--- src/rtl/bram_stream_writer_if.sv ---
// Valid/ready word stream from acquisition logic into the BRAM stream writer.
interface bram_stream_writer_if #(
    parameter int unsigned DATA_WIDTH = 32
);
    logic [DATA_WIDTH-1:0] s_data;
    logic                  s_valid;
    logic                  s_last;
    logic                  s_ready;

    // Producer side: drives the word, samples ready.
    modport master (
        output s_data,
        output s_valid,
        output s_last,
        input  s_ready
    );

    // Consumer side: samples the word, drives ready.
    modport slave (
        input  s_data,
        input  s_valid,
        input  s_last,
        output s_ready
    );
endinterface

--- src/rtl/bram_stream_writer.sv ---
// Stream-to-BRAM circular buffer writer. Words accepted on the stream are written to BRAM
// Port A one cycle later; write pointer, fill level, frame and drop counters and a sticky
// overflow flag are published for the PS register file.
module bram_stream_writer #(
    parameter int unsigned BRAM_ADDR_WIDTH = 16,
    parameter int unsigned DATA_WIDTH      = 32,
    parameter bit          DROP_ON_FULL    = 1'b1
) (
    input  logic                       clk,
    input  logic                       rst,
    input  logic                       enable,
    input  logic                       ptr_clear,
    input  logic                       ovf_clear,
    bram_stream_writer_if.slave        s_if,
    input  logic [BRAM_ADDR_WIDTH-3:0] rd_ptr,
    output logic                       bram_clk,
    output logic                       bram_rst,
    output logic                       bram_en,
    output logic [3:0]                 bram_we,
    output logic [BRAM_ADDR_WIDTH-1:0] bram_addr,
    output logic [DATA_WIDTH-1:0]      bram_din,
    output logic [BRAM_ADDR_WIDTH-3:0] wr_ptr,
    output logic [BRAM_ADDR_WIDTH-3:0] fill_level,
    output logic [31:0]                frame_count,
    output logic [BRAM_ADDR_WIDTH-3:0] last_frame_ptr,
    output logic [31:0]                drop_count,
    output logic                       overflow
);
    localparam int unsigned W = BRAM_ADDR_WIDTH - 2;

    typedef enum logic [0:0] {StIdle, StRun} state_e;

    state_e                       state_q, state_d;
    logic [W-1:0]                 wp_q, wp_d;            // internal next-write index
    logic [W-1:0]                 wr_ptr_q, wr_ptr_d;    // published copy, one cycle behind
    logic [31:0]                  fc_q, fc_d;            // internal frame count
    logic [31:0]                  fc_pub_q, fc_pub_d;
    logic [W-1:0]                 lfp_q, lfp_d;          // internal last-frame pointer
    logic [W-1:0]                 lfp_pub_q, lfp_pub_d;
    logic [31:0]                  drop_q, drop_d;
    logic                         ovf_q, ovf_d;
    logic                         en_q, en_d;
    logic [BRAM_ADDR_WIDTH-1:0]   addr_q, addr_d;
    logic [DATA_WIDTH-1:0]        din_q, din_d;

    logic [W-1:0] wp_inc;
    logic         full;
    logic         accept;

    // One slot always stays empty; rd_ptr frees space in the same cycle.
    assign wp_inc       = wp_q + 1'b1;
    assign full         = (wp_inc == rd_ptr);
    assign s_if.s_ready = (state_q == StRun) && (!full || DROP_ON_FULL);
    assign accept       = s_if.s_valid && s_if.s_ready;

    assign bram_clk       = clk;
    assign bram_rst       = rst;
    assign bram_en        = en_q;
    assign bram_we        = {4{en_q}};
    assign bram_addr      = addr_q;
    assign bram_din       = din_q;
    assign wr_ptr         = wr_ptr_q;
    assign fill_level     = wr_ptr_q - rd_ptr;
    assign frame_count    = fc_pub_q;
    assign last_frame_ptr = lfp_pub_q;
    assign drop_count     = drop_q;
    assign overflow       = ovf_q;

    // Next-state: capture FSM, BRAM write request, pointers, counters and overflow.
    always_comb begin
        state_d   = state_q;
        wp_d      = wp_q;
        fc_d      = fc_q;
        lfp_d     = lfp_q;
        drop_d    = drop_q;
        ovf_d     = ovf_q & ~ovf_clear;
        en_d      = 1'b0;
        addr_d    = addr_q;
        din_d     = din_q;
        // Published values trail the internal ones so software never sees uncommitted data.
        wr_ptr_d  = wp_q;
        fc_pub_d  = fc_q;
        lfp_pub_d = lfp_q;

        case (state_q)
            StIdle: begin
                if (ptr_clear) begin
                    wp_d   = '0;
                    fc_d   = '0;
                    drop_d = '0;
                end
                if (enable) begin
                    state_d = StRun;
                end
            end
            StRun: begin
                if (accept && !full) begin
                    en_d   = 1'b1;
                    addr_d = {wp_q, 2'b00};
                    din_d  = s_if.s_data;
                    wp_d   = wp_inc;
                    if (s_if.s_last) begin
                        fc_d  = fc_q + 32'd1;
                        lfp_d = wp_inc;
                    end
                end
                // Either a dropped word or a refused one counts as overflow.
                if (s_if.s_valid && full) begin
                    ovf_d = 1'b1;
                    if (accept && (drop_q != 32'hFFFF_FFFF)) begin
                        drop_d = drop_q + 32'd1;
                    end
                end
                if (!enable) begin
                    state_d = StIdle;
                end
            end
            default: state_d = StIdle;
        endcase
    end

    // State registers; reset abandons any in-flight write immediately.
    always_ff @(posedge clk or posedge rst) begin
        if (rst) begin
            state_q   <= StIdle;
            wp_q      <= '0;
            wr_ptr_q  <= '0;
            fc_q      <= '0;
            fc_pub_q  <= '0;
            lfp_q     <= '0;
            lfp_pub_q <= '0;
            drop_q    <= '0;
            ovf_q     <= 1'b0;
            en_q      <= 1'b0;
            addr_q    <= '0;
            din_q     <= '0;
        end else begin
            state_q   <= state_d;
            wp_q      <= wp_d;
            wr_ptr_q  <= wr_ptr_d;
            fc_q      <= fc_d;
            fc_pub_q  <= fc_pub_d;
            lfp_q     <= lfp_d;
            lfp_pub_q <= lfp_pub_d;
            drop_q    <= drop_d;
            ovf_q     <= ovf_d;
            en_q      <= en_d;
            addr_q    <= addr_d;
            din_q     <= din_d;
        end
    end
endmodule

--- src/flat_wrapper.sv ---
// flat-port wrapper written by rule: the top's interface ports become plain ports
module bram_stream_writer_flat 
#(
    parameter int unsigned BRAM_ADDR_WIDTH = 16,
    parameter int unsigned DATA_WIDTH      = 32,
    parameter bit          DROP_ON_FULL    = 1'b1
)
  (clk, rst, enable, ptr_clear, ovf_clear, rd_ptr, bram_clk, bram_rst, bram_en, bram_we, bram_addr, bram_din, wr_ptr, fill_level, frame_count, last_frame_ptr, drop_count, overflow, s_if_s_data, s_if_s_valid, s_if_s_last, s_if_s_ready);
  bram_stream_writer_if #(.DATA_WIDTH(DATA_WIDTH)) s_if_i ();
  input  logic clk;
  input  logic rst;
  input  logic enable;
  input  logic ptr_clear;
  input  logic ovf_clear;
  input  logic [BRAM_ADDR_WIDTH-3:0] rd_ptr;
  output logic bram_clk;
  output logic bram_rst;
  output logic bram_en;
  output logic [3:0] bram_we;
  output logic [BRAM_ADDR_WIDTH-1:0] bram_addr;
  output logic [DATA_WIDTH-1:0] bram_din;
  output logic [BRAM_ADDR_WIDTH-3:0] wr_ptr;
  output logic [BRAM_ADDR_WIDTH-3:0] fill_level;
  output logic [31:0] frame_count;
  output logic [BRAM_ADDR_WIDTH-3:0] last_frame_ptr;
  output logic [31:0] drop_count;
  output logic overflow;
  input wire logic [$bits(s_if_i.s_data)-1:0] s_if_s_data;
  input wire logic [$bits(s_if_i.s_valid)-1:0] s_if_s_valid;
  input wire logic [$bits(s_if_i.s_last)-1:0] s_if_s_last;
  output wire logic [$bits(s_if_i.s_ready)-1:0] s_if_s_ready;
  assign s_if_i.s_data = s_if_s_data;
  assign s_if_i.s_valid = s_if_s_valid;
  assign s_if_i.s_last = s_if_s_last;
  assign s_if_s_ready = s_if_i.s_ready;
  bram_stream_writer #(.BRAM_ADDR_WIDTH(BRAM_ADDR_WIDTH), .DATA_WIDTH(DATA_WIDTH), .DROP_ON_FULL(DROP_ON_FULL)) u_core (.clk(clk), .rst(rst), .enable(enable), .ptr_clear(ptr_clear), .ovf_clear(ovf_clear), .s_if(s_if_i), .rd_ptr(rd_ptr), .bram_clk(bram_clk), .bram_rst(bram_rst), .bram_en(bram_en), .bram_we(bram_we), .bram_addr(bram_addr), .bram_din(bram_din), .wr_ptr(wr_ptr), .fill_level(fill_level), .frame_count(frame_count), .last_frame_ptr(last_frame_ptr), .drop_count(drop_count), .overflow(overflow));
endmodule
--- config.mk ---
export PLATFORM = sky130hd
export DESIGN_NAME = bram_stream_writer_flat
export DESIGN_NICKNAME = d
export VERILOG_FILES = /design/src/rtl/bram_stream_writer_if.sv /design/src/rtl/bram_stream_writer.sv /design/src/flat_wrapper.sv
export SDC_FILE = /design/constraint.sdc
export NUM_CORES = 1
export LEC_CHECK = 0
export CORE_MARGIN = 2
export CORE_UTILIZATION = 40
export CTS_BUF_LIST = sky130_fd_sc_hd__clkbuf_8 sky130_fd_sc_hd__clkbuf_16
export DETAILED_ROUTE_END_ITERATION = 7
export PLACE_DENSITY = 0.66
export SLEW_MARGIN = 20
export SYNTH_ARGS = -nofsm -noshare
export SYNTH_HDL_FRONTEND = slang
export SYNTH_SLANG_ARGS = --single-unit
export TNS_END_PERCENT = 100
--- constraint.sdc ---
create_clock -name clk -period 9.5 [get_ports clk]
set_input_delay 1.9 -clock clk [delete_from_list [all_inputs] [get_ports clk]]
set_output_delay 1.9 -clock clk [all_outputs]
set_load 0.01 [all_outputs]
==> report_table.html <==
<table>
<tr><th>Metric</th><th>Value</th></tr>
<tr><th colspan="2">Floorplan</th></tr>
<tr><td>Core area</td><td>23,300 µm²</td></tr>
<tr><td>Top-level I/O count</td><td>216</td></tr>
<tr><td>Die X-Extent</td><td>157 µm</td></tr>
<tr><td>Initial Util</td><td>40.4%</td></tr>
<tr><td>Total die area</td><td>24,700 µm²</td></tr>
<tr><td>Number of rows created at floorplan</td><td>56</td></tr>
<tr><td>Y dimension of the die</td><td>157 µm</td></tr>
<tr><th colspan="2">Setup path</th></tr>
<tr><td>Worst-case register-to-register setup slack</td><td>5.13 ns</td></tr>
<tr><td>Crit. End Element</td><td>output pin</td></tr>
<tr><td>Max Fanout on Critical Path</td><td>2</td></tr>
<tr><td>Endpoint of the worst register-to-register path</td><td>u_core.drop_count[23]</td></tr>
<tr><td>List of cells traversed by the critical path</td><td>clkbuf_16 &gt; clkbuf_16 &gt; clkdlybuf4s50_1</td></tr>
<tr><td>Critical register-to-register path startpoint</td><td>u_core.wp_q[0]</td></tr>
<tr><td>Critical Path End</td><td>bram_clk</td></tr>
<tr><td>Crit. Startpoint</td><td>clk</td></tr>
<tr><td>Data arrival time of the critical path</td><td>5.47 ns</td></tr>
<tr><td>Required time of the worst setup path</td><td>7.60 ns</td></tr>
<tr><td>Slowest cell delay on critical path</td><td>0.47 ns</td></tr>
<tr><td>Library cell contributing the largest single delay on the critical path</td><td>sky130_fd_sc_hd__clkdlybuf4s50_1</td></tr>
<tr><td>Cell type with the highest occurrence count on the critical path</td><td>sky130_fd_sc_hd__clkbuf_16</td></tr>
<tr><td>Worst reg2reg path depth</td><td>9</td></tr>
<tr><td>Setup CP Type</td><td>clk -&gt; out</td></tr>
<tr><td>Startpoint kind of the worst setup timing path</td><td>clock port</td></tr>
<tr><th colspan="2">STA</th></tr>
<tr><td>Unrepaired setup endpoints after global routing</td><td>no</td></tr>
<tr><td>Count of final setup violators</td><td>0</td></tr>
<tr><td>Hold Fails Final Rpt</td><td>0</td></tr>
<tr><td>Pin slew with the least headroom to its limit</td><td>0.915 ns</td></tr>
<tr><td>Headroom to the max-slew limit</td><td>39.0%</td></tr>
<tr><td>Total negative setup slack</td><td>0 ns</td></tr>
<tr><td>Final setup skew</td><td>0.0203 ns</td></tr>
<tr><td>Pins over their slew limit</td><td>0</td></tr>
<tr><th colspan="2">Pwr</th></tr>
<tr><td>Sw Share</td><td>23.1%</td></tr>
<tr><td>Leakage power summed over all cells</td><td>5.69 nW</td></tr>
<tr><td>Portion of total power attributed to combinational logic</td><td>11.5%</td></tr>
<tr><td>Portion of total power attributed to the clock network</td><td>48.8%</td></tr>
<tr><td>Power share of the sequential group</td><td>39.7%</td></tr>
<tr><td>Power density over cell area</td><td>184 nW/µm²</td></tr>
<tr><td>Net switching power figure</td><td>0.541 mW</td></tr>
<tr><td>Internal power component</td><td>1.80 mW</td></tr>
<tr><td>Worst ir drop on vdd</td><td>0.171 mV</td></tr>
<tr><td>Final Total Pwr</td><td>2.34 mW</td></tr>
<tr><th colspan="2">Place</th></tr>
<tr><td>Port Buf Inserts</td><td>213</td></tr>
<tr><td>Detail Placement HPWL</td><td>16.4 mm</td></tr>
<tr><td>Final RePlAce weighted congestion</td><td>0.881</td></tr>
<tr><th colspan="2">Synthesis</th></tr>
<tr><td>Post-synthesis cell count</td><td>858</td></tr>
<tr><td>Share of flip-flops with an asynchronous set or reset</td><td>100%</td></tr>
<tr><td>Yosys warning count</td><td>0</td></tr>
<tr><td>Most area-hungry cell type in the Yosys netlist</td><td>sky130_fd_sc_hd__dfrtp_1</td></tr>
<tr><td>Synthesized area</td><td>9400 µm²</td></tr>
<tr><td>Number of flops mapped to enable cells by yosys</td><td>0</td></tr>
<tr><td>Sequential-to-total area share from yosys stat</td><td>53.5%</td></tr>
<tr><td>Number of different library cells in the post-synthesis netlist</td><td>62</td></tr>
<tr><td>Commonest register cell after synthesis</td><td>sky130_fd_sc_hd__dfrtp_1</td></tr>
<tr><td>Average instance area after synthesis</td><td>11.0 µm²</td></tr>
<tr><td>Area fraction of the dominant cell type after synthesis</td><td>53.5%</td></tr>
<tr><td>Cells taking the most area after synthesis</td><td>sky130_fd_sc_hd__dfrtp_1 54%, sky130_fd_sc_hd__mux2_2 6.0%, sky130_fd_sc_hd__nand2_1 2.8%</td></tr>
<tr><td>Number of synthesized register bits</td><td>201</td></tr>
<tr><th colspan="2">Routing</th></tr>
<tr><td>Average routed wire per standard cell</td><td>17.5 µm</td></tr>
<tr><td>Number of DRC markers after the initial detailed-route iteration</td><td>466</td></tr>
<tr><td>Per-cell via count in the routed design</td><td>5.35</td></tr>
<tr><td>Remaining number of nets flagged by the antenna check after routing</td><td>0</td></tr>
<tr><td>Via count</td><td>7,420</td></tr>
<tr><td>Aggregate routed wire length</td><td>24.3 mm</td></tr>
<tr><td>Iteration count of the initial detailed-routing pass</td><td>5</td></tr>
<tr><td>Number of DRC violations after detailed routing</td><td>0</td></tr>
<tr><th colspan="2">Flow run</th></tr>
<tr><td>Number of violations of the max-capacitance limit</td><td>0</td></tr>
<tr><th colspan="2">Worst hold path</th></tr>
<tr><td>Worst Hold Class</td><td>reg -&gt; reg</td></tr>
<tr><th colspan="2">Clock tree</th></tr>
<tr><td>Clock transition time at the flip-flop clock pins of the worst setup and hold paths</td><td>0.06 ns</td></tr>
<tr><td>Number of buffers inserted by post-CTS setup repair</td><td>0</td></tr>
<tr><td>PostCTS Resize Cnt</td><td>0</td></tr>
<tr><td>CTS tree</td><td>yes</td></tr>
<tr><td>Worst-Skew Late Latency</td><td>0.64 ns</td></tr>
<tr><td>CTS Hold Buffers Added</td><td>0</td></tr>
<tr><th colspan="2">Layout</th></tr>
<tr><td>Count of nets after finishing</td><td>1,123</td></tr>
<tr><td>Most frequent standard cell in the layout excluding fill and tap cells</td><td>sky130_fd_sc_hd__clkdlybuf4s50_1</td></tr>
<tr><td>Fraction of final layout cells sized beyond drive strength 1</td><td>11.0%</td></tr>
<tr><td>Most frequent cells in the layout</td><td>213 x sky130_fd_sc_hd__clkdlybuf4s50_1, 201 x sky130_fd_sc_hd__dfrtp_1, 71 x sky130_fd_sc_hd__nand2_1</td></tr>
<tr><td>Inserted Diodes</td><td>0</td></tr>
<tr><td>Growth of design area from synthesis to finish</td><td>35.3%</td></tr>
<tr><th colspan="2">Global route</th></tr>
<tr><td>Via count of the first global-routing pass</td><td>7,202</td></tr>
<tr><td>Largest net degree at the start of global routing</td><td>135</td></tr>
<tr><td>Initial antenna violation count</td><td>0</td></tr>
<tr><td>Wire length of the first global-routing pass</td><td>38.5 mm</td></tr>
<tr><td>Global-route total usage across every layer</td><td>19.6%</td></tr>
<tr><td>Total global routing overflow</td><td>0</td></tr>
<tr><th colspan="2">Run status</th></tr>
<tr><td>Run status</td><td>completed</td></tr>
</table>
[logic make-up (layout without fill, tap and decap cells)]
logic type	Yosys count	in the layout	share of synthesized area [%]
compound gates	180	180	12.8
xor+xnor	37	37	4.18
fa+ha+maj	17	17	2.34
buf+inv	86	296	4.23
flops	201	201	53.5
mux	63	63	7.37
other cells	1	2	0.0399
simple gates	273	273	15.5
[worst min-delay path by stage]
stage / cells after the start / startpoint / endpoint / slack, ns
2_1_floorplan: 0 / u_core.wp_q[4] / u_core.wr_ptr[4] / 0.35
3_3_place_gp: 0 / u_core.lfp_pub_d[13] / u_core.last_frame_ptr[13] / 0.36
3_5_place_dp: 0 / u_core.lfp_pub_d[13] / u_core.last_frame_ptr[13] / 0.36
4_1_cts: 0 / u_core.lfp_pub_d[13] / u_core.last_frame_ptr[13] / 0.38
5_1_grt: 0 / u_core.lfp_pub_d[5] / u_core.last_frame_ptr[5] / 0.40
6_report: 0 / u_core.lfp_pub_d[13] / u_core.last_frame_ptr[13] / 0.37
[through the flow]
step / utilization (%) / worst slack (ns) / cells / area, µm² / hold WS (ns)
2_1_floorplan: - / 2.12 / 859 / 9410 / 0.349
3_3_place_gp: 50.4 / 2.40 / 1344 / 11700 / 0.360
6_report: 54.7 / 2.13 / 1388 / 12700 / 0.373
4_1_cts: 54.7 / 2.13 / 1388 / 12700 / 0.376
5_1_grt: 54.7 / 2.13 / 1388 / 12700 / 0.396
3_5_place_dp: 50.4 / 2.40 / 1344 / 11700 / 0.362
[critical path, delay by kind of cell]
kind                   cells  cell delay [ns]
buffers and inverters      3             0.72
[final cells by class]
type,count,area [µm²]
sequential,201,5030
tap,319,399
fill,2064,10500
timing repair buffer,218,2170
clock buffer,28,674
multi-input combinational,572,4000
inverter,33,131
clock inverter,17,323
[sequential cells by signal, indices dropped and copies added (netlist names)]
register and cells:
u_core.bram_addr 14, u_core.bram_din 32, u_core.bram_en 1, u_core.drop_count 32, u_core.fc_pub_d 32, u_core.frame_count 32
u_core.last_frame_ptr 14, u_core.lfp_pub_d 14, u_core.overflow 1, u_core.s_if.s_ready 1, u_core.wp_q 14, u_core.wr_ptr 14
[routing by layer]
layer	vias to the layer above	track usage, %	wire, µm
met5	-	0	0
met4	0	6.67	624
met3	50	5.23	1730
met2	231	29.0	10800
met1	3628	27.8	11100
li1	3511	-	-
[synthesized netlist by cell type (8+ instances only)]
master / n
sky130_fd_sc_hd__nand2_1: 71
sky130_fd_sc_hd__and2_1: 10
sky130_fd_sc_hd__nand3_1: 40
sky130_fd_sc_hd__clkbuf_1: 18
sky130_fd_sc_hd__xnor2_1: 22
sky130_fd_sc_hd__o21ai_0: 44
sky130_fd_sc_hd__a211o_1: 9
sky130_fd_sc_hd__ha_1: 16
sky130_fd_sc_hd__nor2_1: 29
sky130_fd_sc_hd__nand4_1: 17
sky130_fd_sc_hd__a21o_1: 9
sky130_fd_sc_hd__a31oi_1: 31
sky130_fd_sc_hd__dfrtp_1: 201
sky130_fd_sc_hd__or4_1: 14
sky130_fd_sc_hd__a21oi_1: 28
sky130_fd_sc_hd__nor3_1: 16
sky130_fd_sc_hd__mux2i_1: 13
sky130_fd_sc_hd__or3_1: 9
sky130_fd_sc_hd__mux2_2: 50
sky130_fd_sc_hd__inv_1: 33
sky130_fd_sc_hd__buf_4: 13
sky130_fd_sc_hd__and3_1: 30
sky130_fd_sc_hd__buf_2: 20
sky130_fd_sc_hd__a41o_1: 8
sky130_fd_sc_hd__nand2b_1: 9
sky130_fd_sc_hd__xor2_1: 10
[power by group through the flow]
stage	combinational [mW]	clock, mW	sequential, mW
after floorplan	0.116	0.00867	0.954
after global placement	0.270	0.0107	0.943
after detailed placement	0.272	0.0107	0.945
after CTS	0.273	1.16	0.930
after global routing	0.295	1.20	0.936
final	0.269	1.14	0.930
No activity file was read; power rests on OpenSTA's default activity.
==> variant 1: new RTL, same flow settings <==
`DATA_WIDTH` is set to 32 in 3 places; all go to 36.
--- a/src/rtl/bram_stream_writer_if.sv
+++ b/src/rtl/bram_stream_writer_if.sv
@@ -1,6 +1,6 @@
 // Valid/ready word stream from acquisition logic into the BRAM stream writer.
 interface bram_stream_writer_if #(
-    parameter int unsigned DATA_WIDTH = 32
+    parameter int unsigned DATA_WIDTH = 36
 );
     logic [DATA_WIDTH-1:0] s_data;
     logic                  s_valid;
--- a/src/rtl/bram_stream_writer.sv
+++ b/src/rtl/bram_stream_writer.sv
@@ -3,7 +3,7 @@
 // overflow flag are published for the PS register file.
 module bram_stream_writer #(
     parameter int unsigned BRAM_ADDR_WIDTH = 16,
-    parameter int unsigned DATA_WIDTH      = 32,
+    parameter int unsigned DATA_WIDTH      = 36,
     parameter bit          DROP_ON_FULL    = 1'b1
 ) (
     input  logic                       clk,
--- a/src/flat_wrapper.sv
+++ b/src/flat_wrapper.sv
@@ -2,7 +2,7 @@
 module bram_stream_writer_flat 
 #(
     parameter int unsigned BRAM_ADDR_WIDTH = 16,
-    parameter int unsigned DATA_WIDTH      = 32,
+    parameter int unsigned DATA_WIDTH      = 36,
     parameter bit          DROP_ON_FULL    = 1'b1
 )
   (clk, rst, enable, ptr_clear, ovf_clear, rd_ptr, bram_clk, bram_rst, bram_en, bram_we, bram_addr, bram_din, wr_ptr, fill_level, frame_count, last_frame_ptr, drop_count, overflow, s_if_s_data, s_if_s_valid, s_if_s_last, s_if_s_ready);
Interface: changed (resized bram_din and s_if_s_data); port bits go from 216 to 224. The function was not compared with the original's and may differ.
==> variant 1 against the original RTL <==
  * Sequential share of layout area increased by 0.84 points
  * Die area grew 1.1%
  * Synthesized area grew 1.1%
  * Sequential cell count grew 4
  * Clock skew is 12 ps lower
  * Design area is 0.13% lower
  * Routed wire length grew 0.63%
  * Worst hold slack is essentially flat
  * Clock power decreased by 21%
  * Power is 11% lower
  * Setup slack improved by 2.3 ps
  * Critical endpoint unchanged
  * Highest routed layer unchanged
==> variant 1: results <==
metrics = {
    "route": {
        "met3_length_um": 1680,
        "m1WireLength_um": 11300,
        "initialDrtViolationCount": 444,
        "drtPass1Iterations": 6,
        "dr_wl_met2_um": 11000,
        "route.detailed.wl_per_inst_um": 16.1,
        "drt-vias-per-instance": 5.11,
    },
    "pwr": {
        "clkPwrFrac_pct": 43.2,
        "p_leak_nw": 5.70,
        "p_sw_share_pct": 24.4,
        "p_seq_uw": 937,
        "irDropWorstVdd_mv": 0.141,
    },
    "synthesis": {
        "synth.distinct_cells": 67,
        "synth-seq-area-share_pct": 54.0,
        "synthTopCellsByCount": "nand2_1 (219), dfrtp_1 (205), nor2_1 (64), o21ai_0 (57), xnor2_1 (41)",
        "synth_mux_area_share_pct": 2.00,
        "synth-xor-area-share_pct": 4.66,
        "synth_compound_area_share_pct": 10.6,
        "synth_area_leaders": "dfrtp_1 (54%), nand2_1 (8.6%), xnor2_1 (3.8%)",
        "synth_fa_ha_area_share_pct": 2.32,
    },
    "layout": {
        "nNetsFinal": 1255,
        "postLayoutCoreUtil_pct": 54.3,
        "num-fill-cells": 2077,
        "drive_gt1_share_pct": 6.27,
    },
    "place": {
        "placed_area_mm2": 0.0119,
        "gp_congestion": 0.936,
        "io_buffers": 221,
        "hpwlAfterDp_um": 16700,
    },
    "global_route": {
        "track_usage_pct": 19.9,
        "grt_max_degree": 139,
        "grt_pass1_vias": 7428,
        "grt_pass1_wl_um": 39500,
    },
    "worst_setup_path": {
        "r2r_slack_ps": 5190,
        "r2r-end": "u_core.drop_count[18]",
        "ff2ff_path_depth": 10,
        "crit_arrival_ps": 5470,
    },
    "timing": {
        "skew_ps": 7.92,
        "slew_headroom_pct": 35.5,
    },
    "min_path": {
        "min_from": "u_core.lfp_pub_d[8]",
    },
    "status": {
        "outcome": "complete, no violations",
    },
    "clock_tree": {
        "clkLatencyLatePin_ps": 600,
    },
    "run": {
        "max_cap_violations": 0,
    },
}
## variant 1: cell type report
class                           count  share of cell area, %
Inverter                           33                   1.03
Sequential cell                   205                   40.4
Clock buffer                       33                   5.85
Multi-Input combinational cell    689                   31.4
Timing Repair Buffer              225                   17.8
Clock inverter                     11                  0.453
Tap cell                          319                   3.14
## variant 1: worst max-delay path: stages
cell,delay [ps]
clkbuf_16,120
clkbuf_16,130
clkdlybuf4s50_1,470
## variant 1: routing by layer
metal / vias to the layer above / track usage [%]
li1: 3761 / -
met1: 3706 / 28.3
met2: 239 / 29.9
met3: 37 / 5.64
met4: 0 / 5.06
met5: - / 0
## variant 1: metrics by stage
stage / cells / hold WS, ps / total power [mW] / setup WS, ps
after floorplan: 982 / 349 / 1.07 / 2000
after global placement: 1471 / 360 / 1.21 / 2400
after detailed placement: 1471 / 366 / 1.21 / 2400
after CTS: 1514 / 379 / 2.11 / 2120
after global routing: 1515 / 388 / 2.18 / 2110
final: 1515 / 373 / 2.09 / 2130
==> variant 2: new RTL, config.mk and constraints unchanged <==
Without the edit above. Take the reset off `wp_q`, `fc_q`, `addr_q` and `din_q` and load them in a clocked block of their own.
--- a/src/rtl/bram_stream_writer.sv
+++ b/src/rtl/bram_stream_writer.sv
@@ -123,31 +123,30 @@
     always_ff @(posedge clk or posedge rst) begin
         if (rst) begin
             state_q   <= StIdle;
-            wp_q      <= '0;
             wr_ptr_q  <= '0;
-            fc_q      <= '0;
             fc_pub_q  <= '0;
             lfp_q     <= '0;
             lfp_pub_q <= '0;
             drop_q    <= '0;
             ovf_q     <= 1'b0;
             en_q      <= 1'b0;
-            addr_q    <= '0;
-            din_q     <= '0;
         end else begin
             state_q   <= state_d;
-            wp_q      <= wp_d;
             wr_ptr_q  <= wr_ptr_d;
-            fc_q      <= fc_d;
             fc_pub_q  <= fc_pub_d;
             lfp_q     <= lfp_d;
             lfp_pub_q <= lfp_pub_d;
             drop_q    <= drop_d;
             ovf_q     <= ovf_d;
             en_q      <= en_d;
-            addr_q    <= addr_d;
-            din_q     <= din_d;
         end
+    end
+
+    always_ff @(posedge clk) begin
+        wp_q   <= wp_d;
+        fc_q   <= fc_d;
+        addr_q <= addr_d;
+        din_q  <= din_d;
     end
 endmodule
 
Function: differs if rst is asserted again (counterexample within 4 cycles, from zero or initial values and one cycle with rst high); with rst held inactive, the same outputs for 4 cycles.
==> variant 2 against the original RTL <==
  * Sequential cell count is the same
  * Utilization is 0.21 points lower
  * Routed wire length is 13% lower
  * Global-route usage decreased by 1.8 points
  * Worst hold slack worse by 12 ps
  * Critical path depth unchanged
  * Power shrank 4.5%
  * Sequential share of layout area grew 5.4 points
  * Design area fell by 3.9%
  * Synthesized area down 3.4%
  * Setup slack got worse by 7.7 ps
  * Critical endpoint unchanged
  * Highest routed layer unchanged
==> variant 2: results <==
metrics = {
    "clock_tree": {
        "post_cts_buffers": 0,
        "cts.clk_slew.worst_paths_ps": 60,
        "clkLatencyLatePin_ps": 620,
        "cts.repair.resized": 0,
    },
    "route": {
        "top_layer": "met4",
        "met3_length_um": 1330,
        "dr_wl_met2_um": 10000,
        "drtPass1Iterations": 4,
        "initialDrtViolationCount": 295,
        "m1WireLength_um": 9550,
        "wirelength_um": 21200,
        "drt-vias-per-instance": 5.12,
    },
    "pwr": {
        "p_leak_nw": 4.87,
        "irDropWorstVdd_mv": 0.142,
    },
    "synthesis": {
        "synthTopCellsByCount": "dfrtp_1 (109), edfxtp_1 (92), nand2_1 (61), nand3_1 (49), xnor2_1 (47)",
        "async_flop_share_pct": 54.2,
        "synth_compound_area_share_pct": 7.78,
        "synth_edf_count": 92,
        "synth_area_leaders": "edfxtp_1 (30%), dfrtp_1 (30%), xnor2_1 (4.5%)",
        "synth_fa_ha_area_share_pct": 2.42,
        "synth-seq-area-share_pct": 60.4,
        "synth_mux_area_share_pct": 2.02,
        "synth-xor-area-share_pct": 6.18,
        "synth.distinct_cells": 63,
    },
    "place": {
        "hpwlAfterDp_um": 14500,
        "gp_congestion": 0.816,
        "io_buffers": 213,
    },
    "worst_setup_path": {
        "path_max_fanout": 2,
        "worstReg2RegStart": "u_core.wp_q[0]",
        "crit_arrival_ps": 5480,
        "ff2ff_path_depth": 10,
    },
    "global_route": {
        "track_usage_pct": 17.8,
        "grt_max_degree": 58,
        "grt_pass1_wl_um": 34100,
        "grt_pass1_vias": 6405,
    },
    "layout": {
        "area_growth_pct": 34.5,
        "diodes": 0,
        "nNetsFinal": 1032,
        "drive_gt1_share_pct": 7.66,
    },
    "min_path": {
        "min_from": "u_core.lfp_pub_d[9]",
        "worstHoldPathType": "register to register",
    },
    "timing": {
        "skew_ps": 14.2,
        "slew_headroom_pct": 41.3,
    },
    "status": {
        "outcome": "complete, no violations",
    },
}
==> variant 2: cell count changes after synthesis, sizes merged, moves of 25 or more <==
cell    unedited run  this run
edfxtp             0        92
mux2              50        11
xnor2             22        47
dfrtp            201       109
and2              11        44
o21ai             47        16
==> variant 2: worst paths after layout <==
check / end / slack, ps
max in group asynchronous: u_core.wr_ptr[3] / 6530
max: bram_clk / 2120
max reg2reg: u_core.drop_count[13] / 5220
min reg2reg: u_core.last_frame_ptr[9] / 360
min: u_core.last_frame_ptr[9] / 360
min in group asynchronous: u_core.frame_count[1] / 1760
==> variant 2: area by class of cell <==
class / count / area (µm²)
Tap cell: 285 / 357
Fill cell: 1940 / 10200
Clock buffer: 30 / 702
Multi-Input combinational cell: 488 / 3320
Clock inverter: 16 / 93.8
Timing Repair Buffer: 216 / 2150
Inverter: 28 / 109
Sequential cell: 201 / 5490
==> variant 2: power by group <==
part	leakage [nW]	internal, mW	switching (mW)
combinational	2.18	0.170	0.134
sequential	2.26	0.984	0.0501
clock	0.425	0.549	0.350
total	4.87	1.70	0.534
==> variant 2: kinds of logic after synthesis <==
group,count (synthesis)
AOI/OAI and AO/OA,101
muxes,17
DFF,201
xor gates and xnor gates,61
other,1
buffers and inverters,63
and+or+nand+nor,290
adders and majority gates,17
==> variant 2: per-stage QoR <==
step                      area (µm²)  setup WS (ps)  cells  total power [mW]
final                          12200           2120   1264              2.24
after floorplan                 9090           2730    752              1.19
after CTS                      12200           2110   1264              2.27
after global routing           12200           2110   1264              2.34
after detailed placement       11400           2400   1219              1.37
after global placement         11400           2400   1219              1.36
==> variant 2: metal layers <==
metal  global-route usage (%)  vias up
met1                     23.7     3124
met5                        0        -
met2                     29.4      193
met3                     3.78       28
met4                     5.11        0
li1                         -     3129
